$ cat src/rtl/serial_add_sequencer_pkg.sv
// Shared definitions for the bit-serial add/subtract sequencer: FSM state
// encodings and add/subtract opcode values.
package serial_add_sequencer_pkg;

  typedef enum logic [1:0] {
    SAS_IDLE = 2'd0,
    SAS_RUN  = 2'd1,
    SAS_DONE = 2'd2
  } sas_state_e;

  localparam logic ADD_OP = 1'b0;
  localparam logic SUB_OP = 1'b1;

endpackage

$ cat src/rtl/serial_add_sequencer_fulladder.sv
// Single-bit full adder, time-shared by the serial add/subtract sequencer.
module fulladder (
  output logic sum,
  output logic carry,
  input  logic a,
  input  logic b,
  input  logic c
);

  assign sum   = a ^ b ^ c;
  assign carry = (a & b) | (a & c) | (b & c);

endmodule

$ cat src/rtl/serial_add_sequencer.sv
// Bit-serial add/subtract controller: one full adder processes one operand bit
// per RUN cycle, LSB first, over WIDTH cycles.
module serial_add_sequencer
  import serial_add_sequencer_pkg::*;
#(
  parameter int WIDTH = 32,
  parameter int CNTW  = 6
) (
  input  logic             clk,
  input  logic             reset,
  input  logic             start,
  input  logic             sub,
  input  logic [WIDTH-1:0] a,
  input  logic [WIDTH-1:0] b,
  output logic             busy,
  output logic             done,
  output logic [WIDTH-1:0] result,
  output logic             carryout,
  output logic             overflow,
  output logic             zero
);

  localparam logic [CNTW-1:0] LAST_BIT = CNTW'(WIDTH - 1);

  sas_state_e       state, state_next;
  logic             accept;
  logic [CNTW-1:0]  count;
  logic             carry;
  logic [WIDTH-1:0] opa, opb, shadow;
  logic             fa_sum, fa_carry;

  fulladder u_fulladder (
    .sum   (fa_sum),
    .carry (fa_carry),
    .a     (opa[0]),
    .b     (opb[0]),
    .c     (carry)
  );

  // NOTE: every variable driven here gets a default first so no latch is inferred.
  always_comb begin
    state_next = state;
    accept     = 1'b0;
    unique case (state)
      SAS_IDLE: begin
        if (start) begin
          accept     = 1'b1;
          state_next = SAS_RUN;
        end
      end
      SAS_RUN: begin
        if (count == LAST_BIT) state_next = SAS_DONE;
      end
      SAS_DONE: begin
        accept     = start;
        state_next = start ? SAS_RUN : SAS_IDLE;
      end
      default: state_next = SAS_IDLE;
    endcase
  end

  // NOTE: sequential state uses non-blocking assignments so every register
  // samples the pre-edge values of the others.
  always_ff @(posedge clk) begin
    if (reset) begin
      state    <= SAS_IDLE;
      count    <= '0;
      carry    <= 1'b0;
      opa      <= '0;
      opb      <= '0;
      shadow   <= '0;
      result   <= '0;
      carryout <= 1'b0;
      overflow <= 1'b0;
    end else begin
      state <= state_next;
      if (accept) begin
        // Subtract is a + ~b + 1: invert B here and seed the carry with 1.
        opa      <= a;
        opb      <= (sub == SUB_OP) ? ~b : b;
        carry    <= sub;
        count    <= '0;
        shadow   <= '0;
        result   <= '0;
        carryout <= 1'b0;
        overflow <= 1'b0;
      end else if (state == SAS_RUN) begin
        carry  <= fa_carry;
        shadow <= {fa_sum, shadow[WIDTH-1:1]};
        opa    <= opa >> 1;
        opb    <= opb >> 1;
        count  <= count + 1'b1;
        // On the MSB cycle, the carry register holds the carry into the MSB.
        if (count == LAST_BIT) begin
          result   <= {fa_sum, shadow[WIDTH-1:1]};
          carryout <= fa_carry;
          overflow <= carry ^ fa_carry;
        end
      end
    end
  end

  assign busy = (state == SAS_RUN);
  assign done = (state == SAS_DONE);
  assign zero = (result == '0);

endmodule

$ cat config.mk
export PLATFORM = sky130hd
export DESIGN_NAME = serial_add_sequencer
export DESIGN_NICKNAME = d
export VERILOG_FILES = /design/src/rtl/serial_add_sequencer_pkg.sv /design/src/rtl/serial_add_sequencer_fulladder.sv /design/src/rtl/serial_add_sequencer.sv
export SDC_FILE = /design/constraint.sdc
export NUM_CORES = 1
export LEC_CHECK = 0
export CAP_MARGIN = 40
export CORE_UTILIZATION = 40
export CTS_CLUSTER_SIZE = 24
export DETAILED_ROUTE_END_ITERATION = 10
export GPL_TIMING_DRIVEN = 1
export MAX_ROUTING_LAYER = met4
export PLACE_DENSITY = 0.64
export SLEW_MARGIN = 20
export SYNTH_ARGS = -nofsm -noshare
export SYNTH_HDL_FRONTEND = slang
export SYNTH_HIERARCHICAL = 1
export SYNTH_SLANG_ARGS = --single-unit
$ cat constraint.sdc
create_clock -name clk -period 1.7 [get_ports clk]
set_input_delay 0.425 -clock clk [delete_from_list [all_inputs] [get_ports clk]]
set_output_delay 0.425 -clock clk [all_outputs]
set_load 0.02 [all_outputs]
==> results.md <==
- Final min period: 1.89 ns
- RSZ-0062 raised after global routing: true
- Status: finished, violations left
- Htree depth: 4
- CP Launch Type: flop
- Area post-placement: between 7000 and 8000 µm²
- CP Cell Sequence: nor4_2 > nand4_1 > nor2_1 > buf_4
- Post-Synthesis Net Count: 746
- Register bit total from synthesis: ~140
- CP delay by family, top: simple AND/OR/NAND/NOR gates
- Final hold slack: 0.397 ns
- CP peak stage delay: 0.32 ns
- Max VDD drop: a little under 700 µV
- Detailed-route via count: ~5.4k
- Placed cells: 946
- Layout cell share with drive strength beyond 1: 0.135
- Clock Tree Buf Depth: 2
- First-pass GRT wire length: 23900 µm
- Bufs and invs on worst path: 1
- Leakage: 0.00295 µW
- Measured slew at the worst slew-check pin: approximately 0.45 ns
- Fillers: 1296
- Die height: 123 µm
- Pin count of the biggest net entering global routing: 100
- Worst setup EP type: output port
- DRC viols: 0
- Final worst setup slack: -0.186 ns
- Cell area after synthesis: 5850 µm²
- Area growth syn-to-layout: 36.7%
- Avg Cell Area, Syn: 8.66 µm²
- Detailed Place HPWL: 9140 µm
- Max Clock Freq: 530 MHz
- Clock sink total: 138
- Worst-path clk slew: 0.06 ns
- Cts bufs inserted: 17
- Via-per-instance ratio: 5.50
- Skew-Pair Late Insertion Delay: 0.42 ns
- Fin nets: 856
- CTS tree: done
- YS warnings: 6
- Min-Delay Path Class: in -> reg
- Sequential element share of the synthesized area: 0.472
- DRT Pass-1 Iters: 5
- I/O pin total: 105
- Adder-Cell Fraction of Synth Area: 0.00556
- GRT Resource Usage Total: 0.207
- Slew Limit Fails: 0
- Pwr per Cell Area: just over 1000 nW/µm²
- Drt wl/cell: 14.9 µm
- GP Congestion: 0.788
- Post-CTS Setup Bufs: 0
- Initial DRC count: 370
- Core Area: around 14000 µm²
- IO buf count: 104
- Failing checks: setup timing
- Hold-fix buffers, CTS: 0
- Detail Route Antenna Nets: 0
- Critical path peak fanout: 2
- Cell variety after synth: 33
- Post-synthesis simple-gate area fraction: 0.214
- Multiplexer share of the synthesized area: 0.0616
- Final Cycle Share: 1.11
- FP Rows: 43
- Cells after synthesis: ~680
- Final-report setup violation count: 1
- Slew headroom: 0.698
- Slack of the worst reg-to-reg path: 0.07 ns
- Overall routed net length: ~15000 µm
- Worst Setup Path Type: reg -> out
- Starting Density: 0.415
- Final hold vios: 0
- Final core occ: 0.568
- CP max stage cell: dfxtp_1
- Full die area: 15100 µm²
- Largest family of logic cells by synthesized area: simple AND/OR/NAND/NOR gates
- Max Cap Violations: 0
- Total grt overflow: 0
- Crit path DAT: 1.46 ns
- Total power: approximately 8000 µW
- Final Skew: 0.0119 ns
- Design area: 8000 µm²
- Final Non-Filler Cells: slightly below 1k
- XOR/XNOR share of the synthesized area: 0.0524
- Diodes inserted: 0
- Post-synthesis compound-gate area fraction: 0.137
- Die Width: 123 µm
- Initial antenna violation count: 0
- Vias in the first global route: slightly above 5k
- Root Driver: clkbuf_16
- CP Data Required Time: 1.27 ns
stage by stage:
| step | setup WS (ns) | setup TNS, ns |
|---|---|---|
| floorplan | 0.210 | 0 |
| global route | -0.217 | -0.248 |
| finish | -0.186 | -0.186 |
| detailed placement | -0.275 | -5.65 |
| global placement | -0.288 | -2.60 |
| CTS | -0.198 | -0.198 |
path summary, 6_finish.rpt:
kind,start,endpoint,cells after the start
worst max-delay path,result[23]$_SDFFE_PP0P_,zero,4
worst min-delay path,reset,count[4]$_SDFFE_PP0P_,3
worst max register to register,count[0]$_SDFFE_PP0P_,result[31]$_SDFFE_PP0P_,5
worst min register to register,shadow[1]$_SDFFE_PP0P_,shadow[1]$_SDFFE_PP0P_,2
power by group:
| part | total, µW | internal, µW | switching (µW) | leakage, µW |
|---|---|---|---|---|
| clock | 3710 | 2400 | 1310 | 0.000293 |
| sequential | 3470 | 3390 | 84.8 | 0.00113 |
| combinational | 942 | 431 | 511 | 0.00153 |
| total | 8130 | 6220 | 1900 | 0.00295 |
cell usage in the layout (no fill, tap or decap), types with 2 or more instances in the layout:
cell type,instances
clkbuf_16,18
clkdlybuf4s50_1,65
buf_12,11
dfxtp_1,135
nor4_4,2
nand4_1,2
inv_2,2
buf_4,43
a22oi_1,32
nand2_1,70
clkinv_2,4
dfxtp_2,3
or3_1,2
o31ai_1,2
clkdlybuf4s15_1,10
nor2_1,4
o22ai_1,30
xor2_1,33
nand3_1,104
clkbuf_1,3
dlygate4sd2_1,23
clkbuf_8,3
a31oi_1,2
buf_2,3
xnor2_1,2
o21ai_0,2
bufinv_16,3
mux2i_1,36
nor3_1,62
nand2b_4,2
a21oi_1,66
nor4_2,6
repair_timing:
| item | CTS | global route |
|---|---|---|
| setup endpoints to repair | 37 | 39 |
| resized for setup | 54 | 19 |
| pin swaps | 3 | 4 |
| gates cloned | 0 | 1 |
metal layers:
metal  global-route usage  vias up  wire length [µm]
li1                     -     2639                 -
met1                0.257     2559              6780
met2                0.323      167              6750
met3               0.0470       16               731
met4               0.0899        0               259
met5                    -        -                 0
worst reg2reg max path, delay by kind of cell, from the launching register on:
family	cells	cell delay, ns
buffers and inverters	1	0.28
multiplexers	1	0.21
adder cells (fa/ha/maj)	1	0.23
AND/OR/NAND/NOR	2	0.46
flip-flops	1	0.38
state kept, by name, summed over array words and instances (netlist names):
signal    count
carry         1
carryout      1
count         6
opa          32
opb          32
overflow      1
result       32
shadow       31
state         2
kinds of logic after synthesis:
logic type	count (synthesis)
simple gates	260
flops	138
compound gates	135
buf+inv	70
mux	36
xor+xnor	35
fa+ha+maj	2
cell usage after synthesis, drive strengths merged:
cell type  instances  area [µm²]
a22oi             32         240
clkbuf            24        90.1
or4                1        7.51
nand2             70         263
ha                 1        12.5
or3                2        12.5
nand3            104         521
nand2b             2        12.5
xnor2              2        17.5
o2111ai            1        8.76
o21ai              2        10.0
a31oi              2        12.5
mux2i             36         360
o22ai             30         188
nand3b             1        11.3
fa                 1        20.0
xor2              33         289
buf               43         231
o31ai              2        15.0
nor4               8        50.1
a21oi             66         330
nor3              63         327
nor2               4        15.0
and4b              1        10.0
nand4              2        12.5
inv                3        11.3
dfxtp            138        2760
nor2b              2        12.5
area by class of cell:
type / instances / area [µm²] / share of cell area
Multi-Input combinational cell: 468 / 2850 / 0.356
Tap cell: 180 / 225 / 0.0281
Timing Repair Buffer: 158 / 1550 / 0.194
Clock buffer: 23 / 478 / 0.0597
Sequential cell: 138 / 2770 / 0.346
Inverter: 3 / 11.3 / 0.00141
Clock inverter: 8 / 118 / 0.0147
Note: power is estimated with default switching activity, not from simulation.
